===== config.mk =====
export PLATFORM = sky130hd
export DESIGN_NAME = hazard_controller
export DESIGN_NICKNAME = d
export VERILOG_FILES = /design/src/rtl/hazard_pkg.sv /design/src/rtl/hazard_stall_counter.sv /design/src/rtl/hazard_controller.sv
export SDC_FILE = /design/constraint.sdc
export NUM_CORES = 1
export LEC_CHECK = 0
export ABC_AREA = 1
export CAP_MARGIN = 25
export CELL_PAD_IN_SITES_DETAIL_PLACEMENT = 1
export CELL_PAD_IN_SITES_GLOBAL_PLACEMENT = 2
export CORE_MARGIN = 3
export CORE_UTILIZATION = 23
export DETAILED_ROUTE_END_ITERATION = 7
export PLACE_DENSITY = 0.95
export SYNTH_ARGS = -nofsm -noshare
export SYNTH_HDL_FRONTEND = slang
export SYNTH_SLANG_ARGS = --single-unit

===== constraint.sdc =====
create_clock -name clk -period 3 [get_ports clk]
set_input_delay 0.6 -clock clk [delete_from_list [all_inputs] [get_ports clk]]
set_output_delay 0.6 -clock clk [all_outputs]
set_load 0.02 [all_outputs]

===== src/rtl/hazard_pkg.sv =====
// hazard_pkg -- shared definitions for the pipeline hazard controller.
//   REG_ADDR_W   : register-address width
//   WAIT_CNT_W   : width of the memory-wait counter
//   WAIT_LIMIT   : wait count at which the sticky timeout flag is raised
//   STALL_CNT_W  : width of the stall performance counter
//   hz_state_e   : controller state encoding
//   load_use_hazard() : load-use dependency detect between EX and ID
package hazard_pkg;

  localparam int REG_ADDR_W  = 5;
  localparam int WAIT_CNT_W  = 8;
  localparam int STALL_CNT_W = 16;
  localparam logic [WAIT_CNT_W-1:0] WAIT_LIMIT = 8'd255;

  typedef enum logic [1:0] {
    ST_RUN        = 2'd0,
    ST_LOAD_STALL = 2'd1,
    ST_MEM_WAIT   = 2'd2
  } hz_state_e;

  // r0 is hardwired to zero, so a load targeting it never creates a dependency.
  function automatic logic load_use_hazard(
    input logic                  mem_read,
    input logic [REG_ADDR_W-1:0] ex_rt,
    input logic [REG_ADDR_W-1:0] id_rs,
    input logic [REG_ADDR_W-1:0] id_rt
  );
    return mem_read && (ex_rt != '0) && ((ex_rt == id_rs) || (ex_rt == id_rt));
  endfunction

endpackage


===== src/rtl/hazard_stall_counter.sv =====
// hazard_stall_counter -- saturating up-counter of stalled clocks.
// Ports:
//   clk   : clock, rising edge
//   rst_n : asynchronous active-low reset, clears the count
//   inc   : count this clock
//   count : current count, holds at all-ones
module hazard_stall_counter
  import hazard_pkg::*;
#(
  parameter int W = STALL_CNT_W
) (
  input  logic         clk,
  input  logic         rst_n,
  input  logic         inc,
  output logic [W-1:0] count
);

  logic [W-1:0] count_q;
  logic [W-1:0] count_d;

  always_comb begin
    count_d = count_q;
    if (inc && (count_q != '1)) begin
      count_d = count_q + {{(W-1){1'b0}}, 1'b1};
    end
  end

  always_ff @(posedge clk or negedge rst_n) begin
    if (!rst_n) count_q <= '0;
    else        count_q <= count_d;
  end

  assign count = count_q;

endmodule


===== src/rtl/hazard_controller.sv =====
// hazard_controller -- pipeline stall / flush / freeze control.
// Handles load-use bubbles, taken-branch IF/ID flush and full-pipeline
// freeze while data memory is busy, with a sticky memory-wait timeout.
// Optional feature: define HAZARD_STALL_CNT_EN to count stalled clocks on
// stall_cycles; otherwise stall_cycles is tied to zero.
// Ports:
//   clk, rst_n            : clock (rising) / asynchronous active-low reset
//   ID_EX_mem_read, ID_EX_rt : load in EX and its destination register
//   IF_ID_rs, IF_ID_rt    : source registers of the instruction in ID
//   branch_taken          : branch in ID resolved taken
//   mem_busy              : data memory cannot complete this cycle
//   pc_write, IF_ID_write : PC / IF-ID load enables
//   IF_ID_flush           : clear IF/ID to NOP
//   pipe_en               : ID/EX, EX/MEM, MEM/WB load enable
//   ctrl_sel              : 1 pass ID controls, 0 insert bubble
//   mem_timeout           : sticky memory-wait timeout flag
//   stall_cycles          : stalled-clock performance count
module hazard_controller
  import hazard_pkg::*;
(
  input  logic                   clk,
  input  logic                   rst_n,
  input  logic                   ID_EX_mem_read,
  input  logic [REG_ADDR_W-1:0]  ID_EX_rt,
  input  logic [REG_ADDR_W-1:0]  IF_ID_rs,
  input  logic [REG_ADDR_W-1:0]  IF_ID_rt,
  input  logic                   branch_taken,
  input  logic                   mem_busy,
  output logic                   pc_write,
  output logic                   IF_ID_write,
  output logic                   IF_ID_flush,
  output logic                   pipe_en,
  output logic                   ctrl_sel,
  output logic                   mem_timeout,
  output logic [STALL_CNT_W-1:0] stall_cycles
);

  hz_state_e             state_q, state_d;
  logic [WAIT_CNT_W-1:0] wait_cnt_q, wait_cnt_d;
  logic                  timeout_q, timeout_d;
  logic                  hazard;

  assign hazard = load_use_hazard(ID_EX_mem_read, ID_EX_rt, IF_ID_rs, IF_ID_rt);

  // Mealy outputs: reset, then memory freeze, then per-state behaviour.
  always_comb begin
    state_d     = state_q;
    pc_write    = 1'b1;
    IF_ID_write = 1'b1;
    pipe_en     = 1'b1;
    ctrl_sel    = 1'b1;
    IF_ID_flush = 1'b0;
    if (!rst_n) begin
      // Outputs track reset combinationally so the pipeline sees a bubble
      // without waiting for a clock.
      ctrl_sel = 1'b0;
      state_d  = ST_RUN;
    end else if (mem_busy) begin
      // Freeze everything; no bubble so the stalled instruction is preserved.
      pc_write    = 1'b0;
      IF_ID_write = 1'b0;
      pipe_en     = 1'b0;
      state_d     = ST_MEM_WAIT;
    end else begin
      unique case (state_q)
        ST_RUN: begin
          if (hazard) begin
            // Hazard beats a coincident branch; the branch is re-seen next cycle.
            pc_write    = 1'b0;
            IF_ID_write = 1'b0;
            ctrl_sel    = 1'b0;
            state_d     = ST_LOAD_STALL;
          end else if (branch_taken) begin
            IF_ID_flush = 1'b1;
          end
        end
        ST_LOAD_STALL: begin
          // Hazard ignored here: at most one consecutive bubble.
          IF_ID_flush = branch_taken;
          state_d     = ST_RUN;
        end
        ST_MEM_WAIT: begin
          state_d = ST_RUN;
        end
        default: begin
          state_d = ST_RUN;
        end
      endcase
    end
  end

  always_comb begin
    wait_cnt_d = '0;
    if ((state_q == ST_MEM_WAIT) && mem_busy) begin
      wait_cnt_d = (wait_cnt_q == WAIT_LIMIT) ? wait_cnt_q : wait_cnt_q + 8'd1;
    end
    timeout_d = timeout_q | (wait_cnt_d == WAIT_LIMIT);
  end

  always_ff @(posedge clk or negedge rst_n) begin
    if (!rst_n) begin
      state_q    <= ST_RUN;
      wait_cnt_q <= '0;
      timeout_q  <= 1'b0;
    end else begin
      state_q    <= state_d;
      wait_cnt_q <= wait_cnt_d;
      timeout_q  <= timeout_d;
    end
  end

  assign mem_timeout = timeout_q;

`ifdef HAZARD_STALL_CNT_EN
  hazard_stall_counter #(.W(STALL_CNT_W)) u_stall_cnt (
    .clk   (clk),
    .rst_n (rst_n),
    .inc   (~pc_write),
    .count (stall_cycles)
  );
`else
  assign stall_cycles = '0;
`endif

endmodule


# Word level (Yosys, flattened, before mapping)
# Index checks and enable logic that the tools add are counted.
# word_totals
elab_cells	37
reg_bits	11
in_bits	20
# op_classes
n_reduce_logical	6
eq_ne	7
add_sub_neg	1
n_mux	19
bitwise	1
# ops
operator	n
8-bit == test, second input constant	2
8-bit two-way mux	2
1-bit two-way mux	12
5-bit == test	2
8-bit by 1-bit adder with 8-bit output, second input constant	1
2-bit two-way mux	4
5-bit nonzero test	1
4-bit inequality test, second input constant	1
1-bit logical AND	3
2-bit by 1-bit == test with 1-bit output, second input constant	1
2-bit == test, second input constant	1
2-bit logical NOT	1
1-bit case mux with 2 select lines	1
1-bit logical OR	1
1-bit OR	1

# Logic depth before layout (Yosys ltp)
# depth
depth_word	7
ltp_mapped	11
depth_no_buf	11

# Worst setup path before layout
# No wires, ideal clock.
# synth_timing
kind	input to output
startpoint	input ID_EX_rt[4]
endpoint	output pc_write
t_arrival_ns	1.419
slack_ns	0.981
path_stages	10
path_cell_list	inv_2 nand2_1 nand2_1 nor2_1 nand3_1 nand2_1 nand3_1 nand2_1 nand2_1 buf_4
# synth_between
elab_chain_cells	7
word_cells_on_any_way	10
# synth_rtl
item	line_no	rtl
from (decl)	hazard_controller.sv:24	input logic [REG_ADDR_W-1:0] ID_EX_rt,
5-bit == test or 5-bit nonzero test (tied branches)	hazard_pkg.sv:28	return mem_read && (ex_rt != '0) && ((ex_rt == id_rs) || (ex_rt == id_rt));
1-bit logical OR or 1-bit logical AND (tied branches)	hazard_pkg.sv:28	
1-bit logical AND (*)	hazard_pkg.sv:28	
1-bit two-way mux (*) (4 in series)	-	
to (decl)	hazard_controller.sv:29	output logic pc_write,
# Every way passes the cells marked *; elsewhere a longest branch is shown, timed or not.

# Worst setup path after layout
# layout_timing
startpoint	input rst_n
endpoint	output pipe_en
# layout_between
elab_chain_cells	1
# layout_rtl
item	line_no	rtl
from (decl)	hazard_controller.sv:22	input logic rst_n,
1-bit two-way mux	hazard_controller.sv:53	if (!rst_n) begin
to (decl)	hazard_controller.sv:32	output logic pipe_en,
# No other way between the ends.

==> results_dict.tcl <==
set metrics [dict create \
    outcome "complete, no violations" \
    io_buffers 25 \
    period_share 0.885 \
    place_congestion 0.769 \
    cts.hold.buffers_added 0 \
    fin_ws_ns 0.346 \
    arrival_ns 2.05 \
    wl_per_cell_um 10.6 \
    path_class "in -> out" \
    r2r_slack_ns 1.48 \
    synth_mux_area_frac 0 \
    drt_iter0_markers 57 \
    grt_first_pass_wirelength_um 4610 \
    synthSimpleGateAreaFrac 0.426 \
    cts_setup_buffers 0 \
    firstDrtPassIters 4 \
    die_h_um 73.6 \
    synth_enable_flop_cells 0 \
    grt_setup_unrepaired "no" \
    hold_viol 0 \
    synth-main-ff-cell "dfrtp_1" \
    grt.overflow.total 0 \
    numCtsBuffers 3 \
    post-place-ws_ns 0.0121 \
    synth_area_um2 1050 \
    synth_adder_area_share 0.0119 \
    fmax_ghz 0.377 \
    synth_area_leaders "dfrtp_1 26%, nand2_1 18%, buf_4 12%" \
    fp-row-count 23 \
    setup_violations 0 \
    synth_compound_area_frac 0.0286 \
    dpl_cell_area_um2 1310 \
    pwr-share-seq 0.379 \
    synth_xor_area_frac 0.0250 \
    worstSetupEndpointType "primary output" \
    via_count 1017 \
    synth_cell_types 20 \
    nNetsFinal 221 \
    vias_per_cell 4.08 \
    io_pins 42 \
    finClkSkew_ns 0.00901 \
    hold_path_end "mem_timeout$_DFF_PN0_" \
    ys_seq_area_frac 0.262 \
    wirelength_um 2630 \
    antenna_found_initial 0 \
    die_w_um 73.6 \
    synth-seq-cells 11 \
    reg2reg_depth 10 \
    area_delta_synth_final_pct 29.7 \
    crit_fanout 6 \
    start_kind "input pin" \
    synth_top_family_by_area "simple AND/OR/NAND/NOR gates" \
    drive_gt1_frac 0.106 \
    synth_warnings 0 \
    clkTransAtPathRegs_ns 0.05 \
    synth_top_area_frac 0.262 \
    synth_cells 170 \
    final_common_cell "nand2_1" \
    r2r-start "wait_cnt_q[0]$_DFF_PN0_" \
    hold_start "mem_timeout$_DFF_PN0_" \
    finalSetupTns_ns 0 \
    cts_max_path_buffers 2 \
    cp.required_ns 2.40 \
    initial_core_util 0.250 \
    power.share.combinational 0.245 \
    switching_share 0.289 \
    hold_path.class "reg -> reg" \
    final_cell_mix "49 x nand2_1, 29 x inv_1, 21 x clkdlybuf4s50_1, 19 x nor2_1, 16 x conb_1" \
    die_area_um2 5410 \
    postLayoutCellArea_um2 1360 \
    clockRootBuffer "clkbuf_8" \
    hpwl_um 2310 \
    antenna_left 0 \
    clockPowerShare 0.377 \
    fin_crit_ns 2.65 \
    async_reset_ff_frac 1.00 \
    num_antenna_cells 0 \
    max_cap_viol_count 0 \
    drc_errors 0 \
    power.density_nw_per_um2 295 \
    whs_path_depth 2 \
    grt_pass1_vias 1040 \
    worstReg2RegEnd "mem_timeout$_DFF_PN0_" \
    clk_latency_ns 0.24 \
    total_power_uw 401 \
    synth_top_cell_by_area "dfrtp_1" \
    grtUsageTotal 0.110 \
    clock_sinks 11 \
    syn_area_per_cell_um2 6.18 \
    grt_max_degree 8 \
    tritoncts "built" \
    fillers 556 \
    irDropWorstVdd_uv 206 \
    power.switching_uw 116 \
    slew_viol_final 0 \
    total_leakage_power_uw 0.000762 \
    core_um2 4200 \
    cts_max_level 1 \
    p_int_uw 285 \
]
worst max-delay path by stage:
stage	from	end	slack, ns	cells after the start
finish	rst_n	pipe_en	0.35	4
global placement	ID_EX_rt[1]	IF_ID_write	0.02	11
global route	ID_EX_rt[1]	IF_ID_write	0.16	11
CTS	ID_EX_rt[0]	IF_ID_write	0.01	11
floorplan	ID_EX_rt[4]	pc_write	0.98	10
detailed placement	ID_EX_rt[1]	IF_ID_write	0.01	11
power groups by stage:
| stage | Combinational (uW) | Sequential, uW | Clock [uW] |
|---|---|---|---|
| finish | 98.1 | 152 | 151 |
| global route | 110 | 152 | 161 |
| CTS | 100 | 152 | 156 |
| detailed placement | 99.6 | 154 | 0 |
| global placement | 98.2 | 154 | 0 |
| floorplan | 67.1 | 154 | 0 |
registers in the layout (all words and copies together) (netlist names):
| signal | count |
|---|---|
| wait_cnt_q | 8 |
| mem_timeout | 1 |
| state_q | 2 |
cell usage after synthesis (2+ instances only):
| library cell | n |
|---|---|
| inv_2 | 5 |
| nor2_2 | 3 |
| nor2_1 | 19 |
| nand2_1 | 49 |
| a21oi_1 | 5 |
| nand2_2 | 3 |
| nor2_4 | 2 |
| nand4_1 | 2 |
| inv_1 | 29 |
| nand3_1 | 15 |
| buf_4 | 17 |
| dfrtp_1 | 11 |
| xnor2_1 | 3 |
area by class of cell:
cell class,instances,area (um2),share of cell area
clock buffers,4,45.0,0.0331
well taps,50,62.6,0.0460
repair buffers,27,275,0.202
flip-flops and latches,11,275,0.202
inverters,34,128,0.0937
multi-input cells,123,576,0.423
through the flow:
stage	instances	util	hold slack [ns]
global route	249	0.324	0.514
floorplan	185	-	0.304
finish	249	0.324	0.463
detailed placement	245	0.311	0.463
global placement	245	0.311	0.449
CTS	249	0.322	0.474
layer usage:
metal	global-route usage	vias to the layer above	routed length, um
li1	-	536	-
met1	0.149	455	1230
met2	0.177	24	1240
met3	0.0287	2	133
met4	0.0241	0	24
met5	0	-	0
kinds of logic after synthesis:
| group | after synthesis |
|---|---|
| compound gates | 6 |
| xor+xnor | 3 |
| fa+ha+maj | 1 |
| buf+inv | 51 |
| flops | 11 |
| other cells | 1 |
| simple gates | 97 |
worst max-delay path, cell delays in order:
cell	delay, ns
clkdlybuf4s50_1	0.54
buf_4	0.22
nand2_1	0.08
clkdlybuf4s50_1	0.61
timing repair:
| action | CTS | global route |
|---|---|---|
| setup endpoints to repair | 0 | 4 |
| endpoints found under the hold margin | 0 | 0 |
| gates resized for setup | 0 | 4 |
(Power assumes the default switching activity.)
==> variant 1: new RTL, same settings <==
The 3 states of `hz_state_e` get a one-hot encoding in 3 bits.
--- a/src/rtl/hazard_pkg.sv
+++ b/src/rtl/hazard_pkg.sv
@@ -14,6 +14,6 @@
 
-  typedef enum logic [1:0] {
-    ST_RUN        = 2'd0,
-    ST_LOAD_STALL = 2'd1,
-    ST_MEM_WAIT   = 2'd2
+  typedef enum logic [2:0] {
+    ST_RUN        = 3'b001,
+    ST_LOAD_STALL = 3'b010,
+    ST_MEM_WAIT   = 3'b100
   } hz_state_e;
Behaviour: no difference found for any inputs over 10 cycles, from zero or initial values and one cycle with rst_n low; not proved beyond that.
==> variant 1 against the original RTL <==
Non-clock buffer count did not move. Sequential cell count is 1 higher. Sequential power rose by 9.9%. Critical path type unchanged. Cell area up 1.9%. Clock power grew 16%. Via count about the same. Die area grew 2.1%. Area after synthesis up 2.3%. Highest routed layer unchanged. Wire length fell by 2.1%. Count of clock-buffer cells in the layout did not move. Setup slack worse by 0.16 ns. Total power grew 8.7%.
==> variant 1: results (changes against the original RTL) <==
* Inserted Diodes at 0 (unchanged)
* P_sw at 0.1160 mW (was 0.1161 mW)
* Filler cells at 593 (was 556)
* Share of cells above drive strength 1 at 11.56% (was 10.55%)
* CP arrival at 2.21 ns (was 2.05 ns)
* WL final at 2.571 mm (was 2.627 mm)
* DRT Pass-1 Iters at 3 (was 4)
* Worst Path Max Fanout at 3 (was 6)
* Max incr delay on CP at 0.49 ns (was 0.61 ns)
* Post-synthesis sequential area ratio at 28.09% (was 26.22%)
* Unique masters post-synth at 24 (was 20)
* Routability Congestion at 0.7421 (was 0.7688)
* Total setup buffers inserted after CTS at 0 (unchanged)
* Largest net degree at the start of global routing at 14 (was 8)
* TritonCTS Buffers at 3 (unchanged)
* Most used DFF post-synth: dfrtp_1 (unchanged)
* Via-to-Cell Ratio at 4.048 (was 4.084)
* Non-Filler Instances at 251 (was 249)
* Clock Skew at 0.002865 ns (was 0.009007 ns)
* Leak at 0.7186 nW (was 0.7616 nW)
* Largest cells by area after synthesis: dfrtp_1 (26%), nand2_1 (19%), buf_4 (12%) (was dfrtp_1 (26%), nand2_1 (18%), buf_4 (12%))
* Initial antenna violation count at 0 (unchanged)
* Vias in the first global route at 1003 (was 1040)
* Synth top cells by count: nand2_1 (53), inv_1 (29), nor2_1 (21), buf_4 (17), dfrtp_1 (11) (was nand2_1 (49), inv_1 (29), nor2_1 (19), buf_4 (17), nand3_1 (15))
* Syn Area/Cell at 6.315 sq um (was 6.175 sq um)
* Global-route wire length before repair at 4.236 mm (was 4.609 mm)
* Worst VDD drop at 0.1980 mV (was 0.2064 mV)
* Gr usage total at 9.800% (was 11.05%)
* Detailed Route Iter0 Violations at 12 (was 57)
* Worst skew pair latency at 0.24 ns (about the same)
* Maximum clock path buffer count at 2 (unchanged)
* Status: completed (unchanged)
* Hpwl dp at 2.224 mm (was 2.305 mm)
variant 1: cell types whose count changed after synthesis, moves of 2 or more:
cell and change:
nand3_1 -7, inv_2 -5, nand2_1 +4, a21oi_1 -3, o21ai_0 +3, nand2_2 +2
nor2_1 +2
variant 1: power groups by stage:
stage | clock [mW] | sequential, mW | combinational, mW
5_1_grt | 0.194 | 0.167 | 0.105
2_1_floorplan | 0 | 0.169 | 0.0660
3_3_place_gp | 0 | 0.169 | 0.0956
6_report | 0.175 | 0.167 | 0.0939
4_1_cts | 0.181 | 0.167 | 0.0952
3_5_place_dp | 0 | 0.170 | 0.0970
variant 1: final timing paths:
| check | start | end | slack (ns) | cells past startpoint |
|---|---|---|---|---|
| max reg2reg | wait_cnt_q[0] | mem_timeout | 1.40 | 11 |
| max | ID_EX_rt[3] | IF_ID_write | 0.19 | 11 |
| max in group asynchronous | rst_n | state_q[0] | 2.01 | 2 |
| min in group asynchronous | rst_n | state_q[2] | 0.76 | 2 |
| min | mem_timeout | mem_timeout | 0.48 | 2 |
| min reg2reg | mem_timeout | mem_timeout | 0.48 | 2 |
variant 1: what timing repair did:
action                     in CTS  in global routing
setup endpoints to repair       4                  2
resized for setup               4                  2
pin swaps                       0                  0
hold buffers                    0                  0
variant 1: cell families (layout without fill, tap and decap cells):
group                      Yosys count  count (layout)  synth area share, %
and+or+nand+nor                    101             101                43.13
buffers and inverters               46              60                22.03
DFF                                 12              12                28.09
AOI/OAI and AO/OA                    7               7                3.612
xor gates and xnor gates             2               2                1.632
adders and majority gates            1               1                1.165
other                                1              16               0.3493
variant 1: routing by layer:
| layer | vias up | share of wire (%) | global-route usage (%) | wire (um) |
|---|---|---|---|---|
| met1 | 457 | 43 | 11.37 | 1115 |
| met2 | 22 | 51 | 18.11 | 1324 |
| met4 | 0 | 1.1 | 2.964 | 27 |
| met5 | - | 0 | 0 | 0 |
| met3 | 4 | 4.0 | 1.892 | 104 |
| li1 | 533 | - | - | - |
variant 1: final cells by class:
cell class / instances / share of cell area, %
Multi-Input combinational cell: 127 / 42.83
Sequential cell: 12 / 21.73
Timing Repair Buffer: 27 / 18.94
Inverter: 29 / 7.845
Tap cell: 52 / 4.689
Clock buffer: 4 / 3.968
variant 1: per-stage QoR:
step / TNS (ns) / utilization (%) / setup WS (ns) / area [sq um]
floorplan: 0 / - / 0.7593 / 1130
global placement: -0.1592 / 29.98 / -0.07506 / 1333
finish: 0 / 31.22 / 0.1883 / 1388
CTS: 0 / 31.11 / 0.1254 / 1383
detailed placement: -0.1839 / 29.98 / -0.08664 / 1333
global route: 0 / 31.22 / 0.003925 / 1388
==> variant 2: new RTL, config.mk and constraints unchanged <==
Made on the original files. The package constant `STALL_CNT_W` goes from 16 to 14.
--- a/src/rtl/hazard_pkg.sv
+++ b/src/rtl/hazard_pkg.sv
@@ -11,3 +11,3 @@
   localparam int WAIT_CNT_W  = 8;
-  localparam int STALL_CNT_W = 16;
+  localparam int STALL_CNT_W = 14;
   localparam logic [WAIT_CNT_W-1:0] WAIT_LIMIT = 8'd255;
Interface: changed (resized stall_cycles); port bits go from 42 to 40. No check against the original RTL was run, so the function may have changed too.
==> variant 2 against the original RTL <==
Critical path depth up 7. Sequential cell count is the same. Clock skew is 0.0028 ns lower. Setup slack improved by 0.0011 ns. Area after synthesis shrank 1.4%. Utilization about the same. Cell area fell by 0.55%. Total power is 0.61% higher. Wire length is 0.15% higher. Combinational power down 2.4%. Non-clock buffer count did not move. Register-to-register slack worse by 0.02 ns. Critical path type unchanged. Largest power group is now clock.
==> variant 2: results (changes against the original RTL) <==
* Flop-to-flop setup slack at 1.46 ns (was 1.48 ns)
* TritonCTS Buffers at 3 (unchanged)
* Worst skew pair latency at about 0.25 ns
* Largest net degree at the start of global routing at 9 (was 8)
* Hpwl dp at 2.221 mm (was 2.305 mm)
* Worst reg2reg path depth at 9 (was 10)
* Status: completed (unchanged)
* Worst VDD drop at 0.1525 mV (was 0.2064 mV)
* Dpl cell area at 0.001299 sq mm (was 0.001306 sq mm)
* Inserted Diodes at 0 (unchanged)
* M2 GR Usage at 17.08% (was 17.72%)
* Hold path startpoint: mem_timeout (unchanged)
* Flip-flop count of the largest register after layout at 8 (unchanged)
* CP arrival at 2.05 ns (about the same)
* Hold WC Path Type: reg -> reg (unchanged)
* Number of H-tree levels at 1 (unchanged)
* Met3 usage at 1.653% (was 2.873%)
* Routability Congestion at 0.7513 (was 0.7688)
* Gr usage total at 10.89% (was 11.05%)
* Maximum clock path buffer count at 2 (unchanged)
* Final net count at 219 (was 221)
* Share of cells above drive strength 1 at 10.66% (was 10.55%)
* Wire per inst at 10.65 um (was 10.55 um)
* Via Count at 1000 (was 1017)
* Global-route wire length before repair at 4.519 mm (was 4.609 mm)
* Unique masters post-synth at 20 (unchanged)
* Met1 GRT Util at 14.13% (was 14.85%)
* CTS root buffer: clkbuf_8 (unchanged)
* RR Startpoint: wait_cnt_q[0] (unchanged)
* Largest cells by area after synthesis: dfrtp_1 (27%), nand2_1 (18%), buf_4 (11%) (was dfrtp_1 (26%), nand2_1 (18%), buf_4 (12%))
* DRT Pass-1 Iters at 4 (unchanged)
* FF-to-FF End: mem_timeout (unchanged)
* Synth top cells by count: nand2_1 (49), inv_1 (29), nor2_1 (19), buf_4 (15), nand3_1 (15) (was nand2_1 (49), inv_1 (29), nor2_1 (19), buf_4 (17), nand3_1 (15))
* Pre-CTS setup slack at 0.001612 ns (was 0.01206 ns)
* Initial antenna violation count at 0 (unchanged)
* Fmax at 376.9 MHz (was 376.7 MHz)
* Worst-path clk slew at 0.05 ns (about the same)
* Hold endpoint: mem_timeout (unchanged)
* Filler cells at 541 (was 556)
* Leak at 0.7551 nW (was 0.7616 nW)
* Post-synth ARST share at 100.0% (unchanged)
* Post-synthesis sequential area ratio at 26.60% (was 26.22%)
* Ys Warns at 0 (unchanged)
* Worst Path Max Fanout at 4 (was 6)
* Largest Register: wait_cnt_q (unchanged)
* Clock Skew at 0.006225 ns (was 0.009007 ns)
* Min-Delay Path Depth at 2 (unchanged)
* Detailed Route Iter0 Violations at 19 (was 57)
* Port bufs at 25 (unchanged)
## variant 2: changes by cell type after synthesis, sizes merged
| cell | unedited run | this run |
|---|---|---|
| buf | 17 | 15 |
## variant 2: worst max-delay path by stage
stage                 from          end  cells past startpoint
4_1_cts        ID_EX_rt[1]  IF_ID_write                     11
2_1_floorplan  ID_EX_rt[4]     pc_write                     10
5_1_grt        ID_EX_rt[1]  IF_ID_write                     11
6_report       ID_EX_rt[1]  IF_ID_write                     11
3_5_place_dp   ID_EX_rt[1]  IF_ID_write                     11
3_3_place_gp   ID_EX_rt[1]     pc_write                     11
## variant 2: cells by family after synthesis
logic type / after synthesis / synth area share (%)
XOR/XNOR: 3 / 2.540
buffers and inverters: 49 / 23.22
other: 1 / 0.3624
flip-flops: 11 / 26.60
AO/OA/AOI/OAI: 6 / 2.901
adder cells (fa/ha/maj): 1 / 1.209
AND/OR/NAND/NOR: 97 / 43.17
## variant 2: critical path, cell delays in order
cell,delay (ns)
clkdlybuf4s50_1,0.55
inv_2,0.05
nand2_1,0.05
nand2_1,0.04
nor2_1,0.15
nand3_1,0.11
nand2_1,0.09
nand3_1,0.07
nand2_1,0.06
nand2_1,0.06
dlymetal6s2s_1,0.21
## variant 2: layout make-up
cell class	count	share of cell area, %
Multi-Input combinational cell	121	41.96
Timing Repair Buffer	27	20.33
Sequential cell	11	20.33
Clock buffer	4	3.327
Inverter	34	9.427
Tap cell	50	4.621
## variant 2: report_power, final
part	internal [mW]	total (mW)	switching [mW]
clock	0.0938	0.156	0.0622
combinational	0.0415	0.0957	0.0542
sequential	0.150	0.152	0.00187
## variant 2: metrics by stage
step / hold slack [ns] / utilization (%) / instances
2_1_floorplan: 0.3044 / - / 181
3_3_place_gp: 0.4477 / 31.12 / 243
3_5_place_dp: 0.4580 / 31.12 / 243
4_1_cts: 0.4712 / 32.20 / 247
5_1_grt: 0.5134 / 32.44 / 247
6_report: 0.4627 / 32.44 / 247
## variant 2: timing repair
item                       in CTS  in global routing
resized for setup               0                  4
setup endpoints to repair       0                  4
setup buffers                   0                  0
## variant 2: per-layer routing
metal,vias to the layer above,part of all wire (%)
li1,529,-
met1,448,48
met2,18,46
met3,5,3.7
met4,0,2.3
met5,-,0
